`config.mk`:
```
export PLATFORM = sky130hd
export DESIGN_NAME = adc_capture_engine
export DESIGN_NICKNAME = d
export VERILOG_FILES = /design/src/rtl/adc_capture_pkg.sv /design/src/rtl/adc_frame_packer.sv /design/src/rtl/adc_capture_engine.sv
export SDC_FILE = /design/constraint.sdc
export NUM_CORES = 2
export LEC_CHECK = 0
export ABC_AREA = 1
export CAP_MARGIN = 20
export CORE_AREA = 3 3 289 291
export CTS_CLUSTER_SIZE = 14
export DETAILED_ROUTE_END_ITERATION = 10
export DIE_AREA = 0 0 292 294
export GPL_TIMING_DRIVEN = 0
export PLACE_DENSITY = 0.79
export REMOVE_ABC_BUFFERS = 1
export SYNTH_ARGS = -nofsm -noshare
export SYNTH_HDL_FRONTEND = slang
export SYNTH_SLANG_ARGS = --single-unit
export TNS_END_PERCENT = 5
```
`constraint.sdc`:
```
create_clock -name adc_clkinp -period 5.44 [get_ports adc_clkinp]
set_input_delay 0.544 -clock adc_clkinp [delete_from_list [all_inputs] [get_ports adc_clkinp]]
set_output_delay 0.544 -clock adc_clkinp [all_outputs]
set_load 0.005 [all_outputs]
```
`src/rtl/adc_capture_pkg.sv`:
```
// adc_capture_pkg: shared types and constants for the LVDS ADC capture path.
package adc_capture_pkg;

    typedef enum logic [1:0] {
        IDLE    = 2'd0,
        CAPTURE = 2'd1,
        DONE    = 2'd2
    } state_e;

    typedef enum logic [1:0] {
        PICK = 2'd0,
        SUM  = 2'd1,
        MAX  = 2'd2,
        MIN  = 2'd3
    } mode_e;

    localparam int IRQ_DONE    = 0;
    localparam int IRQ_OVERRUN = 1;

    localparam logic [31:0] IRQ_SELF_PATTERN = 32'h0000_000F;

endpackage

```
`src/rtl/adc_frame_packer.sv`:
```
// adc_frame_packer: appends decimated frames to a bit accumulator and
// emits one dense RAM word whenever a full word's worth of bits is present.
module adc_frame_packer #(
    parameter int IN_W   = 96,
    parameter int WORD_W = 128
) (
    input  logic              adc_clkinp,
    input  logic              rst,
    input  logic              in_valid,
    input  logic [IN_W-1:0]   in_data,
    output logic              out_valid,
    output logic [WORD_W-1:0] out_data
);

    localparam int ACC_W  = WORD_W + IN_W;
    localparam int FILL_W = $clog2(ACC_W + 1);

    logic [ACC_W-1:0]  acc_q;
    logic [ACC_W-1:0]  cat;
    logic [FILL_W-1:0] fill_q;
    logic [FILL_W-1:0] fill_nxt;

    // Fill stays below WORD_W between groups, so one emit per group suffices.
    always_comb begin
        cat      = acc_q | (ACC_W'(in_data) << fill_q);
        fill_nxt = fill_q + FILL_W'(IN_W);
    end

    always_ff @(posedge adc_clkinp) begin
        if (rst) begin
            acc_q     <= '0;
            fill_q    <= '0;
            out_valid <= 1'b0;
            out_data  <= '0;
        end else begin
            out_valid <= 1'b0;
            if (in_valid) begin
                if (fill_nxt >= FILL_W'(WORD_W)) begin
                    out_valid <= 1'b1;
                    out_data  <= cat[WORD_W-1:0];
                    acc_q     <= cat >> WORD_W;
                    fill_q    <= fill_nxt - FILL_W'(WORD_W);
                end else begin
                    acc_q  <= cat;
                    fill_q <= fill_nxt;
                end
            end
        end
    end

endmodule

```
`src/rtl/adc_capture_engine.sv`:
```
// adc_capture_engine: triggered capture of ADC frames with per-channel
// decimation, slot or bit-packed RAM writes and done/overrun interrupts.
module adc_capture_engine
    import adc_capture_pkg::*;
#(
    parameter int NCH      = 8,
    parameter int SAMPLE_W = 12,
    parameter int SLOT_W   = 16,
    parameter int WORD_W   = NCH * SLOT_W,
    parameter int ADDR_W   = 15,
    parameter int DIV_W    = 4,
    parameter int RECLEN_W = 16
) (
    input  logic                    adc_clkinp,
    input  logic                    iStateReset,
    input  logic [NCH*SAMPLE_W-1:0] iSampleData,
    input  logic                    iSampleValid,
    input  logic [DIV_W-1:0]        iDivisor,
    input  logic [1:0]              iMode,
    input  logic [2:0]              iShift,
    input  logic                    iPack,
    input  logic                    iIrqSelf,
    input  logic [RECLEN_W-1:0]     iRecLength,
    input  logic                    itxTrig,
    output logic                    otxTrigAck,
    output logic [31:0]             oRcvInterrupt,
    output logic                    oWREN,
    output logic                    oCLKEN,
    output logic                    oCHIPSEL,
    output logic [WORD_W/8-1:0]     oBYTEEN,
    output logic [ADDR_W-1:0]       oWAddr,
    output logic [WORD_W-1:0]       oADCData
);

    localparam int IN_W  = NCH * SAMPLE_W;
    localparam int SUM_W = SAMPLE_W + DIV_W;
    localparam logic [SUM_W-1:0] SAT = {{DIV_W{1'b0}}, {SAMPLE_W{1'b1}}};

    state_e              st_q;
    state_e              st_nxt;
    logic [DIV_W-1:0]    div_q;
    mode_e               mode_q;
    logic [2:0]          shift_q;
    logic                pack_q;
    logic                irq_self_q;

    logic                trig_q;
    logic [DIV_W-1:0]    grp_q;
    logic [SUM_W-1:0]    acc_q   [NCH];
    logic [SUM_W-1:0]    acc_nxt [NCH];
    logic [SUM_W-1:0]    sx;
    logic [SUM_W-1:0]    shv;
    logic [IN_W-1:0]     res;
    logic [WORD_W-1:0]   up_word;
    logic [WORD_W-1:0]   up_word_q;
    logic                up_valid_q;
    logic                pk_valid;
    logic [WORD_W-1:0]   pk_word;

    logic [ADDR_W-1:0]   addr_q;
    logic [RECLEN_W-1:0] cnt_q;
    logic                done_q;
    logic                ovr_q;
    logic [31:0]         irq_vec;

    logic cap;
    logic trig_edge;
    logic take;
    logic grp_done;
    logic wr;
    logic cnt_hit;
    logic addr_end;

    assign cap       = (st_q == CAPTURE);
    assign trig_edge = itxTrig & ~trig_q;
    assign take      = cap & iSampleValid;
    assign grp_done  = take && (grp_q == div_q);
    assign wr        = (pack_q ? pk_valid : up_valid_q) & cap;
    assign cnt_hit   = ((cnt_q + 1'b1) == iRecLength);
    assign addr_end  = &addr_q;

    always_ff @(posedge adc_clkinp) begin
        if (iStateReset) st_q <= IDLE;
        else             st_q <= st_nxt;
    end

    always_comb begin
        st_nxt = st_q;
        unique case (st_q)
            IDLE:    if (trig_edge) st_nxt = CAPTURE;
            CAPTURE: begin
                if (iRecLength == '0 || (wr && (cnt_hit || addr_end)))
                    st_nxt = DONE;
            end
            DONE:    st_nxt = DONE;
            default: st_nxt = IDLE;
        endcase
    end

    // The first frame of a group seeds the accumulator in every mode.
    always_comb begin
        sx  = '0;
        shv = '0;
        res = '0;
        for (int k = 0; k < NCH; k++) begin
            sx = {{DIV_W{1'b0}}, iSampleData[k*SAMPLE_W +: SAMPLE_W]};
            acc_nxt[k] = acc_q[k];
            unique case (mode_q)
                PICK: acc_nxt[k] = acc_q[k];
                SUM:  acc_nxt[k] = acc_q[k] + sx;
                MAX:  acc_nxt[k] = (sx > acc_q[k]) ? sx : acc_q[k];
                MIN:  acc_nxt[k] = (sx < acc_q[k]) ? sx : acc_q[k];
            endcase
            if (grp_q == '0) acc_nxt[k] = sx;
            shv = acc_nxt[k] >> shift_q;
            if (mode_q == SUM)
                res[k*SAMPLE_W +: SAMPLE_W] = (shv > SAT) ? SAT[SAMPLE_W-1:0]
                                                          : shv[SAMPLE_W-1:0];
            else
                res[k*SAMPLE_W +: SAMPLE_W] = acc_nxt[k][SAMPLE_W-1:0];
        end
    end

    always_comb begin
        up_word = '0;
        for (int k = 0; k < NCH; k++)
            up_word[k*SLOT_W +: SLOT_W] = SLOT_W'(res[k*SAMPLE_W +: SAMPLE_W]);
    end

    always_ff @(posedge adc_clkinp) begin
        if (iStateReset) begin
            div_q      <= iDivisor;
            mode_q     <= mode_e'(iMode);
            shift_q    <= iShift;
            pack_q     <= iPack;
            irq_self_q <= iIrqSelf;
            trig_q     <= 1'b0;
            grp_q      <= '0;
            for (int k = 0; k < NCH; k++) acc_q[k] <= '0;
            up_valid_q <= 1'b0;
            up_word_q  <= '0;
            addr_q     <= '0;
            cnt_q      <= '0;
            done_q     <= 1'b0;
            ovr_q      <= 1'b0;
        end else begin
            trig_q     <= itxTrig;
            up_valid_q <= grp_done & ~pack_q;
            if (grp_done & ~pack_q) up_word_q <= up_word;
            if (take) begin
                grp_q <= grp_done ? '0 : grp_q + 1'b1;
                for (int k = 0; k < NCH; k++) acc_q[k] <= acc_nxt[k];
            end
            if (st_q == IDLE && trig_edge) begin
                addr_q <= '0;
                cnt_q  <= '0;
            end else if (wr) begin
                addr_q <= addr_q + 1'b1;
                cnt_q  <= cnt_q + 1'b1;
            end
            if (cap && st_nxt == DONE) begin
                done_q <= 1'b1;
                ovr_q  <= wr && addr_end && !cnt_hit;
            end
        end
    end

    adc_frame_packer #(
        .IN_W   (IN_W),
        .WORD_W (WORD_W)
    ) u_packer (
        .adc_clkinp (adc_clkinp),
        .rst        (iStateReset),
        .in_valid   (grp_done & pack_q),
        .in_data    (res),
        .out_valid  (pk_valid),
        .out_data   (pk_word)
    );

    always_comb begin
        irq_vec              = '0;
        irq_vec[IRQ_DONE]    = done_q;
        irq_vec[IRQ_OVERRUN] = ovr_q;
    end

    assign oRcvInterrupt = iStateReset ? (irq_self_q ? IRQ_SELF_PATTERN : 32'h0)
                                       : irq_vec;
    assign otxTrigAck = cap;
    assign oCLKEN     = cap;
    assign oCHIPSEL   = cap;
    assign oBYTEEN    = {(WORD_W/8){cap}};
    assign oWREN      = wr;
    assign oWAddr     = addr_q;
    assign oADCData   = pack_q ? pk_word : up_word_q;

endmodule

```
# Yosys cells after proc, flatten, opt, wreduce, memory -nomap -nowiden

Memories as Yosys holds them, arrays and structs flattened.
Cells that the tools add are included.

Memories kept: 1
Input port bits: 127
RAM bits: 128
Bits in registers: 509
Logic and storage cells: 180
Output and inout bits: 195

Magnitude comparators: 25
Reductions and logical operators: 17
Mux-type cells: 72
Bitwise gates (word level): 17
Shift operators: 9
Add/subtract/negate cells: 13
Equal/unequal tests: 8

Memory list:

| memory | words | bits a word | read ports | clocked after Yosys merged registers in | wr ports | line                     | source |
|---|---|---|---|---|---|---|---|
| acc_q  | 8     | 16          | 8          | 0                                       | 8        | adc_capture_engine.sv:49 | `logic [SUM_W-1:0] acc_q [NCH];` |

Operator list:

| operator              | number |
|---|---|
| $mux 16               | 32 |
| $pmux 16 s4           | 8 |
| $mux 224              | 1 |
| $or 224x224->224      | 1 |
| $shl 96x8->224        | 1 |
| $mux 12               | 16 |
| $add 16x12->16        | 8 |
| $gt 12x16->1          | 8 |
| $gt 16x12->1 const B  | 8 |
| $lt 12x16->1          | 8 |
| $mux 128              | 1 |
| $shr 16x3->16         | 8 |
| $add 16x1->16 const B | 1 |
| $eq 16x16->1          | 1 |
| $logic_not 16->1      | 1 |
| $add 15x1->15 const B | 1 |
| $reduce_and 15->1     | 1 |
| $mux 4                | 3 |
| $add 8x7->8 const B   | 1 |
| $eq 2x2->1 const B    | 4 |
| $ge 8x8->1 const B    | 1 |
| $mux 8                | 1 |
| $or 1x1->1            | 8 |
| $sub 8x8->8 const B   | 1 |
| 15 further kinds      | 37 |

# Logic depth before layout (Yosys ltp)

An unclocked memory read counts as a cell.

Word-level depth: 12
Gate-level depth with buffers: 30

# Cells and area by module

Synthesis repeated with hierarchy kept, for this count alone.

Cell total of the unflattened synthesis: 8039
Area total of the unflattened synthesis: 48758.0 µm²

Modules (own cells, without submodules):

| module             | area each (µm²) | cells an instance | seq. area each (µm²) | instances |
|---|---|---|---|---|
| adc_capture_engine | 33240.6         | 5767              | 6916.6               | 1 |
| adc_frame_packer   | 15517.4         | 2272              | 7106.8               | 1 |

# Worst setup path before layout

Ideal clock, no wire load.

Path kind: register to register
Start: register st_q[0]
End: memory acc_q[0][0] (netlist name), enable pin
Buffers on the path: 0
Data required time: 4.947 ns
Path slack: 1.078 ns
Stages on the path, launching flop included: 5
Arrival time: 3.869 ns
Cells stage by stage: dfxtp_1 > inv_1 > nor2_2 > nand2_1 > nand2_1

RTL lines:

| element                | line                     | source |
|---|---|---|
| from (decl)            | adc_capture_engine.sv:39 | `state_e st_q;` |
| from (signal assigned) | adc_capture_engine.sv:84 | `else st_q <= st_nxt;` |
| to (decl)              | adc_capture_engine.sv:49 |  |

# Worst setup path after layout

Start: register pack_q
End: register u_packer.out_data[23]

Word-level cells in the longest chain between the ends: 2

RTL lines:

| element                    | line                      | source |
|---|---|---|
| from (decl)                | adc_capture_engine.sv:44  | `logic pack_q;` |
| from (signal assigned)     | adc_capture_engine.sv:135 | `pack_q <= iPack;` |
| $and 1x1->1                | adc_capture_engine.sv:174 | `.in_valid (grp_done & pack_q),` |
| $reduce_and 2->1 (no line) | --                        |  |
| to (signal assigned)       | adc_frame_packer.sv:40    | `out_data <= cat[WORD_W-1:0];` |
| to (decl)                  | adc_frame_packer.sv:12    | `output logic [WORD_W-1:0] out_data` |

Every way passes these cells.
A chain may end at the register's enable or synchronous reset.

==> summary.txt <==
Run status
  • Outcome: finished, final reports clean

Yosys
  • Cells after Synth: slightly above 8000
  • Ys flop type: dfxtp_1
  • Synth top area share: around 20%
  • Largest area contributor in the netlist: dfxtp_1
  • Post-Syn Area per Cell: ~6 um2
  • Post-synthesis sequential area ratio: between 20% and 30%
  • EDFF count, synth: ~140
  • Yosys warns: 0
  • Synth Cell Area: a little under 50000 um2
  • Synth Register Bits: 631
  • Synth area leaders: dfxtp_1 20%, nand2_1 20%, nand3_1 11%, edfxtp_1 8.6%, inv_1 8.4%
  • Fraction of registers with async set/reset: 0%
  • Netlist cell types: 52

Layout
  • Footprint of the multi-input gates: about 28000 um2
  • Commonest non-fill, non-tap cell in the layout: nand2_1
  • Sequential standard cell area: 14000 um2
  • Filler cells: around 7300
  • Area Overhead vs Synth: 13.4%
  • Most frequent cells in the layout: 2590 x nand2_1, 1074 x inv_1, 1073 x nand3_1
  • Final Non-Filler Cells: roughly 9200
  • Share of layout cells above drive strength 1: roughly 3.3%
  • Nets: 8396

STA
  • Final Slew Violations: 0
  • Worst hold slack: about 0.34 ns
  • RSZ-0062 raised after global routing: false
  • Post-route clock period utilization: between 90% and 100%
  • Worst-Margin Slew: roughly 1.1 ns
  • Final setup fails: 0
  • Tmin final: between 5 and 6 ns
  • Fmax: 0.185 GHz
  • Slew Limit Headroom: a little over a quarter
  • Hold Vio Cnt, Final: 0
  • Clock skew: 0.0269 ns

Worst setup path
  • Arr. time, crit path: approximately 6 ns
  • CP Launch Type: flip-flop
  • Max FO, Critical Path: 76
  • Setup crit end kind: flip-flop
  • Critical path class: flip-flop to flip-flop
  • CP required: approximately 6.0 ns

Floorplanning
  • Io pins: between 300 and 400
  • Initial Utilization: roughly 60%
  • Core region area: roughly 81000 um2
  • Die ar.: ~86000 um2
  • Die height: slightly below 300 um
  • # rows: 104
  • Chip width: 292 um

Drt
  • Antenna-violating nets left: 0
  • Wire per inst: about 19 um
  • Via Count: roughly 54000
  • Final WL: around 170000 um
  • Iteration-0 DRC count of the detailed router: approximately 6600
  • Pre-antenna DRT Iters: 7
  • DR vias/cell: slightly below 6
  • Post-route DRC violation count: 0

Clock network
  • Reg clk slew, reported paths: roughly 0.07 ns
  • Clk sinks: about 630
  • Worst skew pair latency: between 0.6 and 0.7 ns
  • H-tree depth: 3
  • Clk buf depth: 3
  • # hold bufs at CTS: 0
  • CTS tree: done
  • CTS buffer count: 70
  • Clock Tree Root: clkbuf_16

Run
  • Max_cap viols: 0

Power and ir drop
  • Leak: around 26 nW
  • Power per cell area: between 200 and 250 nW/um2
  • Maximum VDD drop: just over 300 uV

GRT
  • Vias in the first global route: roughly 50000
  • First-pass GRT wire length: approximately 270000 um
  • Total track usage: about two fifths
  • Congestion Overflow GR: 0
  • Antenna violations before repair: 4
  • Largest net degree at the start of global routing: ~130

Placement
  • Hpwl dp: between 100000 and 150000 um
  • Placed cell count: 9051
  • Port bufs: ~290
  • Global placement routability congestion: between 0.9 and 1

Min path
  • HP Class: input pin to flip-flop
## per-layer routing
| layer | vias up | track usage [%] | part of all wire, % |
|---|---|---|---|
| met3 | 495 | 6.73 | 11 |
| met2 | 3051 | 61.7 | 44 |
| met5 | - | 0 | 0.020 |
| met1 | 25000 | 50.7 | 40 |
| met4 | 4 | 20.2 | 5.3 |
| li1 | 25900 | - | - |
## power breakdown
group | switching (W) | internal, W
logic | 0.00241 | 0.00106
clock network | 0.00213 | 0.00297
registers | 0.000105 | 0.00488
total | 0.00464 | 0.00891
## layout make-up
type	count	share of cell area, %
Antenna cell	3	0.0137
Clock inverter	26	0.508
Timing Repair Buffer	356	8.17
Multi-Input combinational cell	5910	51.7
Inverter	1095	7.59
Tap cell	1060	2.42
Clock buffer	102	3.99
Sequential cell	631	25.6
## metrics by stage
step / instance area, um2 / utilization [%] / TNS [ns] / setup WS, ns / power (W)
detailed placement: 52400 / 64.8 / -27.10 / -0.425 / 0.00844
global route: 54900 / 67.9 / 0 / 0.0739 / 0.0141
floorplan: 46500 / - / -2798.91 / -8.60 / 0.00725
global placement: 50700 / 62.8 / - / -26.62 / 0.00834
CTS: 54900 / 67.9 / 0 / 0.166 / 0.0134
finish: 54900 / 67.9 / 0 / 0.0444 / 0.0136
## worst max-delay path: stages (launching register included)
cell and delay [ns]:
edfxtp_1 0.64, buf_16 0.24, buf_16 0.18, clkinv_4 0.45, nor2_4 0.35, buf_12 0.25, inv_6 0.22, nor2_4 0.66
inv_4 0.45, nor2_4 0.29, buf_16 0.20, buf_12 0.21, inv_1 0.42, buf_16 0.33, o22ai_1 0.15
## registers in the layout (all words and copies together), names as in the netlist, 3 cells and up
signal             flops
u_packer.acc_q       224
acc_q                128
u_packer.out_data    128
up_word_q             96
cnt_q                 16
oWAddr                15
div_q                  4
grp_q                  4
shift_q                3
## cell usage after synthesis (64+ instances only)
| master | n |
|---|---|
| o21ai_1 | 83 |
| a21oi_1 | 414 |
| inv_1 | 1080 |
| nand2_1 | 2592 |
| dfxtp_1 | 492 |
| clkbuf_1 | 231 |
| edfxtp_1 | 139 |
| buf_1 | 82 |
| a21boi_0 | 64 |
| nor2_1 | 474 |
| nand3_1 | 1074 |
| ha_1 | 197 |
| nand4_1 | 172 |
| buf_4 | 68 |
| o21ai_0 | 505 |
## kinds of logic (layout without fill, tap and decap cells)
family          Yosys count  in the layout  share of synthesized area, %
other cells               1             31                       0.00775
flops                   631            631                          29.0
xor+xnor                 33             33                         0.597
compound gates         1185           1185                          13.1
buf+inv                1543           1579                          12.7
fa+ha+maj               205            205                          5.42
simple gates           4459           4459                          39.2
## what timing repair did
item	in CTS	in global routing
gates resized for setup	2	2
pin swaps	1	0
endpoints found under the setup margin	132	126
buffers inserted	1	0
## final timing paths
kind | start | end | slack (ns) | cells past startpoint
max | pack_q | u_packer.out_data[23] | 0.04 | 14
min | iStateReset | pack_q | 0.34 | 1
min reg2reg | u_packer.acc_q[210] | u_packer.acc_q[210] | 0.44 | 2
max reg2reg | pack_q | u_packer.out_data[23] | 0.04 | 14
No activity file was read; power rests on OpenSTA's default activity.
